[src/rtl/led_bank_driver_pkg.sv]
// Shared definitions for the LED bank driver: register addresses,
// display-mode encodings and the blink-select clamp helper.
package led_bank_driver_pkg;

  // Register map of the peripheral
  localparam logic [1:0] LED_ADDR_LO   = 2'd0;
  localparam logic [1:0] LED_ADDR_HI   = 2'd1;
  localparam logic [1:0] LED_ADDR_CTRL = 2'd2;
  localparam logic [1:0] LED_ADDR_DUTY = 2'd3;

  // Field positions inside the ctrl register
  localparam int CTRL_MODE_LSB = 0;
  localparam int CTRL_SEL_LSB  = 4;

  // Display modes held in ctrl[1:0]
  typedef enum logic [1:0] {
    LED_MODE_STATIC = 2'b00,
    LED_MODE_BLINK  = 2'b01,
    LED_MODE_PWM    = 2'b10,
    LED_MODE_BOTH   = 2'b11
  } led_mode_e;

  // Keep a blink bit selection inside the blink counter width
  function automatic logic [3:0] clamp_blink_sel(input logic [3:0] sel, input int width);
    if (int'(sel) >= width) begin
      return 4'(width - 1);
    end
    return sel;
  endfunction

endpackage

[src/rtl/led_bank_driver_if.sv]
// CPU I/O bus seen by the LED bank driver: chip-select qualified
// read/write with a registered read-data return path.
interface led_bank_driver_if #(
  parameter int BUS_W = 16
);
  logic             ledcs;
  logic             ledwrite;
  logic [1:0]       ledaddr;
  logic [BUS_W-1:0] ledwdata;
  logic [BUS_W-1:0] ledrdata;

  modport master (
    output ledcs,
    output ledwrite,
    output ledaddr,
    output ledwdata,
    input  ledrdata
  );

  modport slave (
    input  ledcs,
    input  ledwrite,
    input  ledaddr,
    input  ledwdata,
    output ledrdata
  );
endinterface

[src/rtl/led_bank_driver_timebase.sv]
// Timebase for the LED bank: a prescaler producing a one-cycle tick,
// plus the PWM and blink counters advanced by that tick.
module led_timebase
  import led_bank_driver_pkg::*;
#(
  parameter int PWM_BITS = 8,
  parameter int PRESCALE = 100,
  parameter int BLINK_W  = 16
) (
  input  logic                clk,
  input  logic                rst,
  input  logic                clear,
  input  logic [PWM_BITS-1:0] duty,
  input  logic [3:0]          blink_sel,
  output logic                tick,
  output logic                pwm_on,
  output logic                blink_on
);

  localparam int PRESC_W = (PRESCALE > 1) ? $clog2(PRESCALE) : 1;
  localparam logic [PRESC_W-1:0] PRESC_LAST = PRESC_W'(PRESCALE - 1);

  logic [PRESC_W-1:0]  presc_q, presc_d;
  logic [PWM_BITS-1:0] pwm_cnt_q, pwm_cnt_d;
  logic [BLINK_W-1:0]  blink_cnt_q, blink_cnt_d;
  logic [3:0]          sel_eff;

  assign tick = (presc_q == PRESC_LAST);

  // Counter next-state: clear beats a coincident tick so a new mode starts on
  always_comb begin
    presc_d     = presc_q;
    pwm_cnt_d   = pwm_cnt_q;
    blink_cnt_d = blink_cnt_q;
    if (clear) begin
      presc_d     = '0;
      pwm_cnt_d   = '0;
      blink_cnt_d = '0;
    end else if (tick) begin
      presc_d     = '0;
      pwm_cnt_d   = pwm_cnt_q + 1'b1;
      blink_cnt_d = blink_cnt_q + 1'b1;
    end else begin
      presc_d = presc_q + 1'b1;
    end
  end

  // Counter registers
  always_ff @(posedge clk or posedge rst) begin
    if (rst) begin
      presc_q     <= '0;
      pwm_cnt_q   <= '0;
      blink_cnt_q <= '0;
    end else begin
      presc_q     <= presc_d;
      pwm_cnt_q   <= pwm_cnt_d;
      blink_cnt_q <= blink_cnt_d;
    end
  end

  // Phase decode: full-scale duty is solid on, blink is on while the selected bit is low
  always_comb begin
    sel_eff  = clamp_blink_sel(blink_sel, BLINK_W);
    pwm_on   = (duty == '1) || (pwm_cnt_q < duty);
    blink_on = ~blink_cnt_q[sel_eff];
  end

endmodule

[src/rtl/led_bank_driver.sv]
// Memory-mapped LED bank driver: pattern/ctrl/duty register file,
// registered read-back and a registered, mode-gated LED output stage.
module led_bank_driver
  import led_bank_driver_pkg::*;
#(
  parameter int NUM_LEDS = 24,
  parameter int BUS_W    = 16,
  parameter int PWM_BITS = 8,
  parameter int PRESCALE = 100,
  parameter int BLINK_W  = 16
) (
  input  logic                ledclk,
  input  logic                ledrst,
  led_bank_driver_if.slave    bus,
  output logic [NUM_LEDS-1:0] ledout
);

  // Pattern is kept two bus words wide; bits above NUM_LEDS are forced to 0
  localparam int PW = 2 * BUS_W;
  localparam logic [PW-1:0] PAT_MASK = {PW{1'b1}} >> (PW - NUM_LEDS);

  logic [PW-1:0]       pattern_q, pattern_d;
  led_mode_e           mode_q, mode_d;
  logic [3:0]          sel_q, sel_d;
  logic [PWM_BITS-1:0] duty_q, duty_d;
  logic [BUS_W-1:0]    rdata_q, rdata_d;
  logic [NUM_LEDS-1:0] ledout_q, ledout_d;
  logic                clear;
  logic                pwm_on;
  logic                blink_on;

  led_timebase #(
    .PWM_BITS (PWM_BITS),
    .PRESCALE (PRESCALE),
    .BLINK_W  (BLINK_W)
  ) u_timebase (
    .clk       (ledclk),
    .rst       (ledrst),
    .clear     (clear),
    .duty      (duty_q),
    .blink_sel (sel_q),
    .tick      (),
    .pwm_on    (pwm_on),
    .blink_on  (blink_on)
  );

  // Register writes and read mux; a ctrl write also restarts the timebase
  always_comb begin
    pattern_d = pattern_q;
    mode_d    = mode_q;
    sel_d     = sel_q;
    duty_d    = duty_q;
    rdata_d   = rdata_q;
    clear     = 1'b0;
    if (bus.ledcs && bus.ledwrite) begin
      case (bus.ledaddr)
        LED_ADDR_LO:   pattern_d[BUS_W-1:0]  = bus.ledwdata & PAT_MASK[BUS_W-1:0];
        LED_ADDR_HI:   pattern_d[PW-1:BUS_W] = bus.ledwdata & PAT_MASK[PW-1:BUS_W];
        LED_ADDR_CTRL: begin
          mode_d = led_mode_e'(bus.ledwdata[CTRL_MODE_LSB +: 2]);
          sel_d  = bus.ledwdata[CTRL_SEL_LSB +: 4];
          clear  = 1'b1;
        end
        default:       duty_d = bus.ledwdata[PWM_BITS-1:0];
      endcase
    end else if (bus.ledcs) begin
      case (bus.ledaddr)
        LED_ADDR_LO:   rdata_d = pattern_q[BUS_W-1:0];
        LED_ADDR_HI:   rdata_d = pattern_q[PW-1:BUS_W];
        LED_ADDR_CTRL: begin
          rdata_d = '0;
          rdata_d[CTRL_MODE_LSB +: 2] = mode_q;
          rdata_d[CTRL_SEL_LSB +: 4]  = sel_q;
        end
        default:       rdata_d = BUS_W'(duty_q);
      endcase
    end
  end

  // Output gating by display mode
  always_comb begin
    ledout_d = pattern_q[NUM_LEDS-1:0];
    case (mode_q)
      LED_MODE_BLINK: ledout_d = blink_on ? pattern_q[NUM_LEDS-1:0] : '0;
      LED_MODE_PWM:   ledout_d = pwm_on ? pattern_q[NUM_LEDS-1:0] : '0;
      LED_MODE_BOTH:  ledout_d = (blink_on && pwm_on) ? pattern_q[NUM_LEDS-1:0] : '0;
      default:        ledout_d = pattern_q[NUM_LEDS-1:0];
    endcase
  end

  // Register file, read-data and LED output registers
  always_ff @(posedge ledclk or posedge ledrst) begin
    if (ledrst) begin
      pattern_q <= '0;
      mode_q    <= LED_MODE_STATIC;
      sel_q     <= '0;
      duty_q    <= '0;
      rdata_q   <= '0;
      ledout_q  <= '0;
    end else begin
      pattern_q <= pattern_d;
      mode_q    <= mode_d;
      sel_q     <= sel_d;
      duty_q    <= duty_d;
      rdata_q   <= rdata_d;
      ledout_q  <= ledout_d;
    end
  end

  assign bus.ledrdata = rdata_q;
  assign ledout       = ledout_q;

endmodule

[src/flat_wrapper.sv]
// flat-port wrapper written by rule: the top's interface ports become plain ports
module led_bank_driver_flat import led_bank_driver_pkg::*;
#(
  parameter int NUM_LEDS = 24,
  parameter int BUS_W    = 16,
  parameter int PWM_BITS = 8,
  parameter int PRESCALE = 100,
  parameter int BLINK_W  = 16
)
  (ledclk, ledrst, ledout, bus_ledcs, bus_ledwrite, bus_ledaddr, bus_ledwdata, bus_ledrdata);
  led_bank_driver_if #(.BUS_W(BUS_W)) bus_i ();
  input  logic ledclk;
  input  logic ledrst;
  output logic [NUM_LEDS-1:0] ledout;
  input wire logic [$bits(bus_i.ledcs)-1:0] bus_ledcs;
  input wire logic [$bits(bus_i.ledwrite)-1:0] bus_ledwrite;
  input wire logic [$bits(bus_i.ledaddr)-1:0] bus_ledaddr;
  input wire logic [$bits(bus_i.ledwdata)-1:0] bus_ledwdata;
  output wire logic [$bits(bus_i.ledrdata)-1:0] bus_ledrdata;
  assign bus_i.ledcs = bus_ledcs;
  assign bus_i.ledwrite = bus_ledwrite;
  assign bus_i.ledaddr = bus_ledaddr;
  assign bus_i.ledwdata = bus_ledwdata;
  assign bus_ledrdata = bus_i.ledrdata;
  led_bank_driver #(.NUM_LEDS(NUM_LEDS), .BUS_W(BUS_W), .PWM_BITS(PWM_BITS), .PRESCALE(PRESCALE), .BLINK_W(BLINK_W)) u_core (.ledclk(ledclk), .ledrst(ledrst), .bus(bus_i), .ledout(ledout));
endmodule
[config.mk]
export PLATFORM = sky130hd
export DESIGN_NAME = led_bank_driver_flat
export DESIGN_NICKNAME = d
export VERILOG_FILES = /design/src/rtl/led_bank_driver_pkg.sv /design/src/rtl/led_bank_driver_if.sv /design/src/rtl/led_bank_driver_timebase.sv /design/src/rtl/led_bank_driver.sv /design/src/flat_wrapper.sv
export SDC_FILE = /design/constraint.sdc
export NUM_CORES = 1
export LEC_CHECK = 0
export ABC_AREA = 1
export CAP_MARGIN = 20
export CORE_ASPECT_RATIO = 0.9
export CORE_MARGIN = 1
export CORE_UTILIZATION = 55
export CTS_CLUSTER_SIZE = 16
export DETAILED_ROUTE_END_ITERATION = 8
export GPL_TIMING_DRIVEN = 1
export PLACE_DENSITY = 0.79
export SLEW_MARGIN = 15
export SYNTH_ARGS = -nofsm -noshare
export SYNTH_HDL_FRONTEND = slang
export SYNTH_SLANG_ARGS = --single-unit
[constraint.sdc]
create_clock -name ledclk -period 4.88 [get_ports ledclk]
set_clock_uncertainty 0.2 [all_clocks]
set_input_delay 0.488 -clock ledclk [delete_from_list [all_inputs] [get_ports ledclk]]
set_output_delay 0.488 -clock ledclk [all_outputs]
set_load 0.01 [all_outputs]
Word level (Yosys, flattened, before mapping):

Index checks and enable logic that the tools add are counted.

* flip-flop bits (word level): 109
* bits in latches: 0
* memory bits (writable): 0
* memory bits (read-only): 0
* output and inout bits: 40
* word-level logic and storage cells: 51
* memories kept: 0

* $add $sub $neg: 3
* multipliers: 0
* div/mod/pow operators: 0
* $lt $le $gt $ge: 2
* eq/ne operators: 7
* shift-type cells: 0
* multiplexer cells: 15
* bitwise operators: 3
* reductions and logical operators: 11

Operators with widths (count)
* 24-bit two-way mux: 3
* 24-bit case mux with 3 select lines: 1
* 16-bit case mux with 3 select lines: 1
* 16-bit two-way mux: 2
* 16-bit by 1-bit adder with 16-bit output, second input constant: 1
* 8-bit two-way mux: 2
* 7-bit two-way mux: 2
* 2-bit AND reduction: 5
* 8-bit by 1-bit adder with 8-bit output, second input constant: 1
* 8-bit equality test, second input constant: 1
* 8-bit less-than comparator: 1
* 7-bit by 1-bit adder with 7-bit output, second input constant: 1
* 7-bit equality test, second input constant: 1
* 2-bit equality test, second input constant: 3
* 4-bit by 5-bit less-than comparator with 1-bit output, second input constant: 1
* 1-bit binary-select mux with 4-bit select: 1
* 2-bit by 1-bit equality test with 1-bit output, second input constant: 2
* 1-bit two-way mux: 3
* 1-bit inverter: 3
* 3-bit OR reduction: 1
* 1-bit logical AND: 2
* 2-bit zero test: 1
* 2-bit nonzero test: 1
* 1-bit logical OR: 1

Depth between registers and ports, before layout:

* depth in word-level cells: 6
* mapped depth: 12
* gate-level depth less buffers: 11

Modules after synthesis:

A second synthesis with hierarchy kept.

* cell total of the unflattened synthesis: 639
* area, all modules: 5378.9 um2

Modules (own cells, without submodules)
* led_bank_driver: times used 1, cells an instance 330, area each 3266.9 um2
* led_timebase: times used 1, cells an instance 309, area each 2112.0 um2

Worst setup path after synthesis:

Ideal clock, no wire load.

* kind: register -> register
* start point: register u_core.u_timebase.pwm_cnt_q[3]
* end point: register u_core.ledout_q[11] (netlist: u_core.ledout[11])
* arrival: 1.320 ns
* data required time: 4.564 ns
* slack: 3.244 ns
* cell stages (with the launch flop): 12
* buffers on the path: 1
* period minus slack after synthesis: 1.636 ns
* cells stage by stage: dfrtp_1 -> ha_1 -> nand2_1 -> inv_1 -> nand2_1 -> nand2_1 -> nand2_1 -> nand2_1 -> nand2_1 -> nand2_4 -> buf_6 -> nor2_2

* longest elaborated chain between the ends: 5

Ends and longest elaborated chain
* from (decl): line led_bank_driver_timebase.sv:24 `logic [PWM_BITS-1:0] pwm_cnt_q, pwm_cnt_d;`
* from (signal assigned): line led_bank_driver_timebase.sv:56 `pwm_cnt_q <= pwm_cnt_d;`
* 8-bit less-than comparator *: line led_bank_driver_timebase.sv:64 `pwm_on = (duty == '1) || (pwm_cnt_q < duty);`
* 1-bit logical OR *: line led_bank_driver_timebase.sv:64
* 1-bit logical AND: line led_bank_driver.sv:86 `LED_MODE_BOTH: ledout_d = (blink_on && pwm_on) ? pattern_q[NUM_LEDS-1:0] : '0;`
* 24-bit two-way mux: line led_bank_driver.sv:86
* 24-bit case mux with 3 select lines *: line led_bank_driver.sv:83 `case (mode_q)`
* named net u_core.ledout_d[11]: line led_bank_driver.sv:27 `logic [NUM_LEDS-1:0] ledout_q, ledout_d;`
* to (signal assigned): line led_bank_driver.sv:106 `ledout_q <= ledout_d;`
* to (decl): line led_bank_driver.sv:27

The timed path passes the listed nets; every way through them passes the cells marked *.
A chain may end at the register's enable or synchronous reset.

Worst setup path in the final report:

* start point: input port bus_ledaddr[1]
* end point: register u_core.u_timebase.blink_cnt_q[7]

* longest elaborated chain between the ends: 4

Ends and longest elaborated chain
* from (decl): line flat_wrapper.sv:17 `input wire logic [$bits(bus_i.ledaddr)-1:0] bus_ledaddr;`
* 2-bit equality test *: line led_bank_driver.sv:56 `case (bus.ledaddr)`
* 1-bit two-way mux *: line led_bank_driver.sv:56
* 1-bit two-way mux *: line led_bank_driver.sv:55 `if (bus.ledcs && bus.ledwrite) begin`
* 16-bit two-way mux or 2-bit nonzero test (tied branches)
* to (signal assigned): line led_bank_driver_timebase.sv:57 `blink_cnt_q <= blink_cnt_d;`
* to (decl): line led_bank_driver_timebase.sv:25 `logic [BLINK_W-1:0] blink_cnt_q, blink_cnt_d;`

Every way passes the cells marked *; elsewhere a longest branch is shown, timed or not.

==> flow_metrics.py <==
metrics = {
    "power_and_ir_drop": {
        "vdd_drop_max_v": 0.000239,
        "p_int_mw": 1.52,
        "p_clk_frac": 0.231,
        "p_sw_uw": 729,
        "power.leakage_nw": 2.82,
        "p_total_mw": 2.25,
        "power_per_cell_area_nw_per_um2": 378,
        "comb_power_share": 0.250,
        "swShare": 0.324,
        "seqPwrFrac": 0.518,
    },
    "clocking": {
        "cts_made_buffers": 9,
        "cts_tree": "yes",
        "cts.path.max_buffers": 2,
        "holdBufCountCts": 0,
        "clock_latency_ns": 0.38,
        "clockRootBuffer": "clkbuf_8",
        "cts_resized": 0,
        "h-tree-depth": 3,
        "clkTransAtPathRegs_ns": 0.10,
        "post_cts_buffers": 0,
        "cts.sinks": 109,
    },
    "route": {
        "wl_per_cell_um": 15.1,
        "via_per_inst": 5.43,
        "drtIter0Drc": 291,
        "final_antenna_net_count": 0,
        "vias": 4175,
        "first_pass_iters": 5,
        "totalWireLength_mm": 11.6,
        "drc": 0,
    },
    "global_routing": {
        "grt-ovfl-total": 0,
        "grt_max_degree": 86,
        "grt_pass1_wl_mm": 19.4,
        "grtUsageTotal": 0.265,
        "antenna_found_initial": 0,
        "grt_pass1_vias": 3998,
    },
    "sta": {
        "setup_tns_ns": 0,
        "setup_viol": 0,
        "max_freq_ghz": 0.404,
        "rsz0062_at_grt": "false",
        "hold_ws_ns": 0.266,
        "period_needed_ns": 2.48,
        "finalHoldViolations": 0,
        "worst_pin_slew_ns": 0.768,
        "maxSlewHeadroom": 0.488,
        "post-route-period-util": 0.508,
        "final_max_slew_viol_count": 0,
    },
    "worst_setup_path": {
        "worstPathRequired_ns": 4.97,
        "r2r_start": "u_core.sel_q[0]$_DFFE_PP0P_",
        "cp_common_cell": "nand2_2",
        "cp_cell_sequence": "clkdlybuf4s50_1 -> inv_1 -> nor2_4 -> nand2_2 -> nand2_2 -> a21oi_1 -> nor3_1",
        "critical_path.slowest_cell": "nand2_2",
        "worstPathMaxFanout": 31,
        "worst_setup_path_end_kind": "flop",
        "rr_worst_depth": 9,
        "worst_ep_arrival_time_ns": 2.56,
        "rr_endpoint": "u_core.ledout[4]$_DFF_PP0_",
        "worstSetupPathType": "in -> reg",
        "startpoint_type": "input port",
        "r2r_slack_ns": 2.88,
        "cp_slowest_stage_delay_ns": 0.54,
    },
    "synthesis": {
        "synth_edf_count": 0,
        "ys.flop_type": "dfrtp_1",
        "synth-async-reset-ratio": 1.00,
        "yosysSeqAreaShare": 0.537,
        "synth_area_leaders": "dfrtp_1 (54%), nand2_1 (9.2%), inv_1 (6.1%)",
        "synth-compound-area-share": 0.110,
        "synthCells": 588,
        "synth_cell_types": 34,
        "ys_seq_elements": 109,
        "synth_nets": 620,
        "synthSimpleGateAreaFrac": 0.235,
        "yosys.area_share.adder": 0.0246,
        "ys_top_cells_by_count": "nand2_1 (124), dfrtp_1 (109), inv_1 (82), o21ai_0 (58), nor2_1 (44)",
        "muxShareOfSynthArea": 0,
        "synth.most_common_cell": "nand2_1",
        "synth_area_um2": 5080,
        "yosysWarnings": 0,
        "synth_top_cell_area_share": 0.537,
        "yosysTopAreaCell": "dfrtp_1",
        "synth_top_family_by_area": "simple AND/OR/NAND/NOR gates",
        "synth-xor-area-share": 0.00517,
        "synth_area_per_cell_um2": 8.64,
    },
    "outcome": {
        "status": "complete, no violations",
    },
    "min_path": {
        "min-delay-start": "u_core.u_timebase.presc_q[0]$_DFF_PP0_",
        "hold_class": "reg -> reg",
        "hold_path_depth": 1,
        "holdPathEnd": "u_core.u_timebase.presc_q[0]$_DFF_PP0_",
    },
    "placed_design": {
        "placedInstanceArea_um2": 5740,
        "port_buffers": 61,
        "post-dp-hpwl_mm": 8.19,
        "finalWeightedCongestion": 0.825,
    },
    "floorplanning": {
        "die_w_um": 103,
        "start_util": 0.579,
        "die_h_um": 93.2,
        "rows": 32,
        "dieArea_um2": 9620,
        "ios": 62,
        "coreArea_um2": 8770,
    },
    "layout": {
        "n_fill_cell": 702,
        "final_util": 0.679,
        "stdcell_area_um2": 5950,
        "diodes": 0,
        "nets": 678,
        "area_delta_synth_final_pct": 17.2,
        "drive_above_1_share": 0.0800,
    },
    "run": {
        "drv_cap": 0,
    },
}
## cells by family (layout without fill, tap and decap cells)
logic type | after synthesis | count (layout)
AOI/OAI and AO/OA | 103 | 103
xor gates and xnor gates | 3 | 3
adders and majority gates | 10 | 10
buffers and inverters | 105 | 167
DFF | 109 | 109
and+or+nand+nor | 258 | 258
## cells in the final DEF, fill, tap and decap left out, drive strengths merged
master         count
nand3             29
ha                10
clkinvlp           2
xnor2              2
nor2              60
dfrtp            109
xor2               1
nand2            132
o21ai             59
clkbuf             9
inv               91
nand4             16
nand3b             1
clkdlybuf4s50     61
o21a               4
o22ai              2
clkinv             2
buf                2
o221ai             6
and3               1
a21oi             30
o31ai              2
nor3              19
## per-layer routing
layer,GRT usage,wire length [um],vias up
met5,0,0,-
met2,0.425,5640,110
met1,0.373,5280,2038
met4,0.0610,131,0
met3,0.0516,590,17
li1,-,-,2010
## area by class of cell
cell class	instances	area [um2]	share of cell area
Inverter	89	347	0.0582
Multi-Input combinational cell	374	1900	0.320
Tap cell	119	149	0.0250
Timing Repair Buffer	63	646	0.108
Sequential cell	109	2730	0.458
Clock buffer	9	124	0.0208
Clock inverter	6	55.1	0.00925
## state kept, by name, summed over array words and instances (netlist names)
name and flops:
u_core.ledout 24, u_core.u_timebase.pwm_cnt_q 8, u_core.mode_q 2, u_core.bus.ledrdata 16
u_core.pattern_q 24, u_core.u_timebase.blink_cnt_q 16, u_core.u_timebase.presc_q 7, u_core.duty_q 8
u_core.sel_q 4
## metrics by stage
step,setup WS (ns),cells
6_report,2.40,769
2_1_floorplan,1.32,588
5_1_grt,2.19,769
3_3_place_gp,2.15,753
3_5_place_dp,2.05,753
4_1_cts,2.45,768
## worst max path at each step
stage                               from                                            to  slack [ns]  depth (start not counted)
final                     bus_ledaddr[1]  u_core.u_timebase.blink_cnt_q[7]$_DFFE_PP0P_        2.40                          7
after global routing      bus_ledaddr[1]  u_core.u_timebase.blink_cnt_q[7]$_DFFE_PP0P_        2.19                          7
after CTS                 bus_ledaddr[1]  u_core.u_timebase.blink_cnt_q[7]$_DFFE_PP0P_        2.45                          7
after detailed placement  bus_ledaddr[1]  u_core.u_timebase.blink_cnt_q[7]$_DFFE_PP0P_        2.05                          7
after global placement    bus_ledaddr[1]  u_core.u_timebase.blink_cnt_q[7]$_DFFE_PP0P_        2.15                          8
after floorplan                   ledrst            u_core.bus.ledrdata[0]$_DFFE_PP0P_        1.32                          1
## worst max-delay path, delay by kind of cell
family	cells	cell delay [ns]
compound gates	1	0.13
simple gates	4	1.33
buf+inv	2	0.60
## power by group through the flow
stage	combinational [mW]	sequential (mW)	clock, mW
floorplan	0.294	1.20	0
global placement	0.545	1.18	0
detailed placement	0.563	1.18	0
CTS	0.566	1.16	0.533
global route	0.634	1.19	0.564
finish	0.563	1.17	0.521
Power figures use the tool's default switching activity.
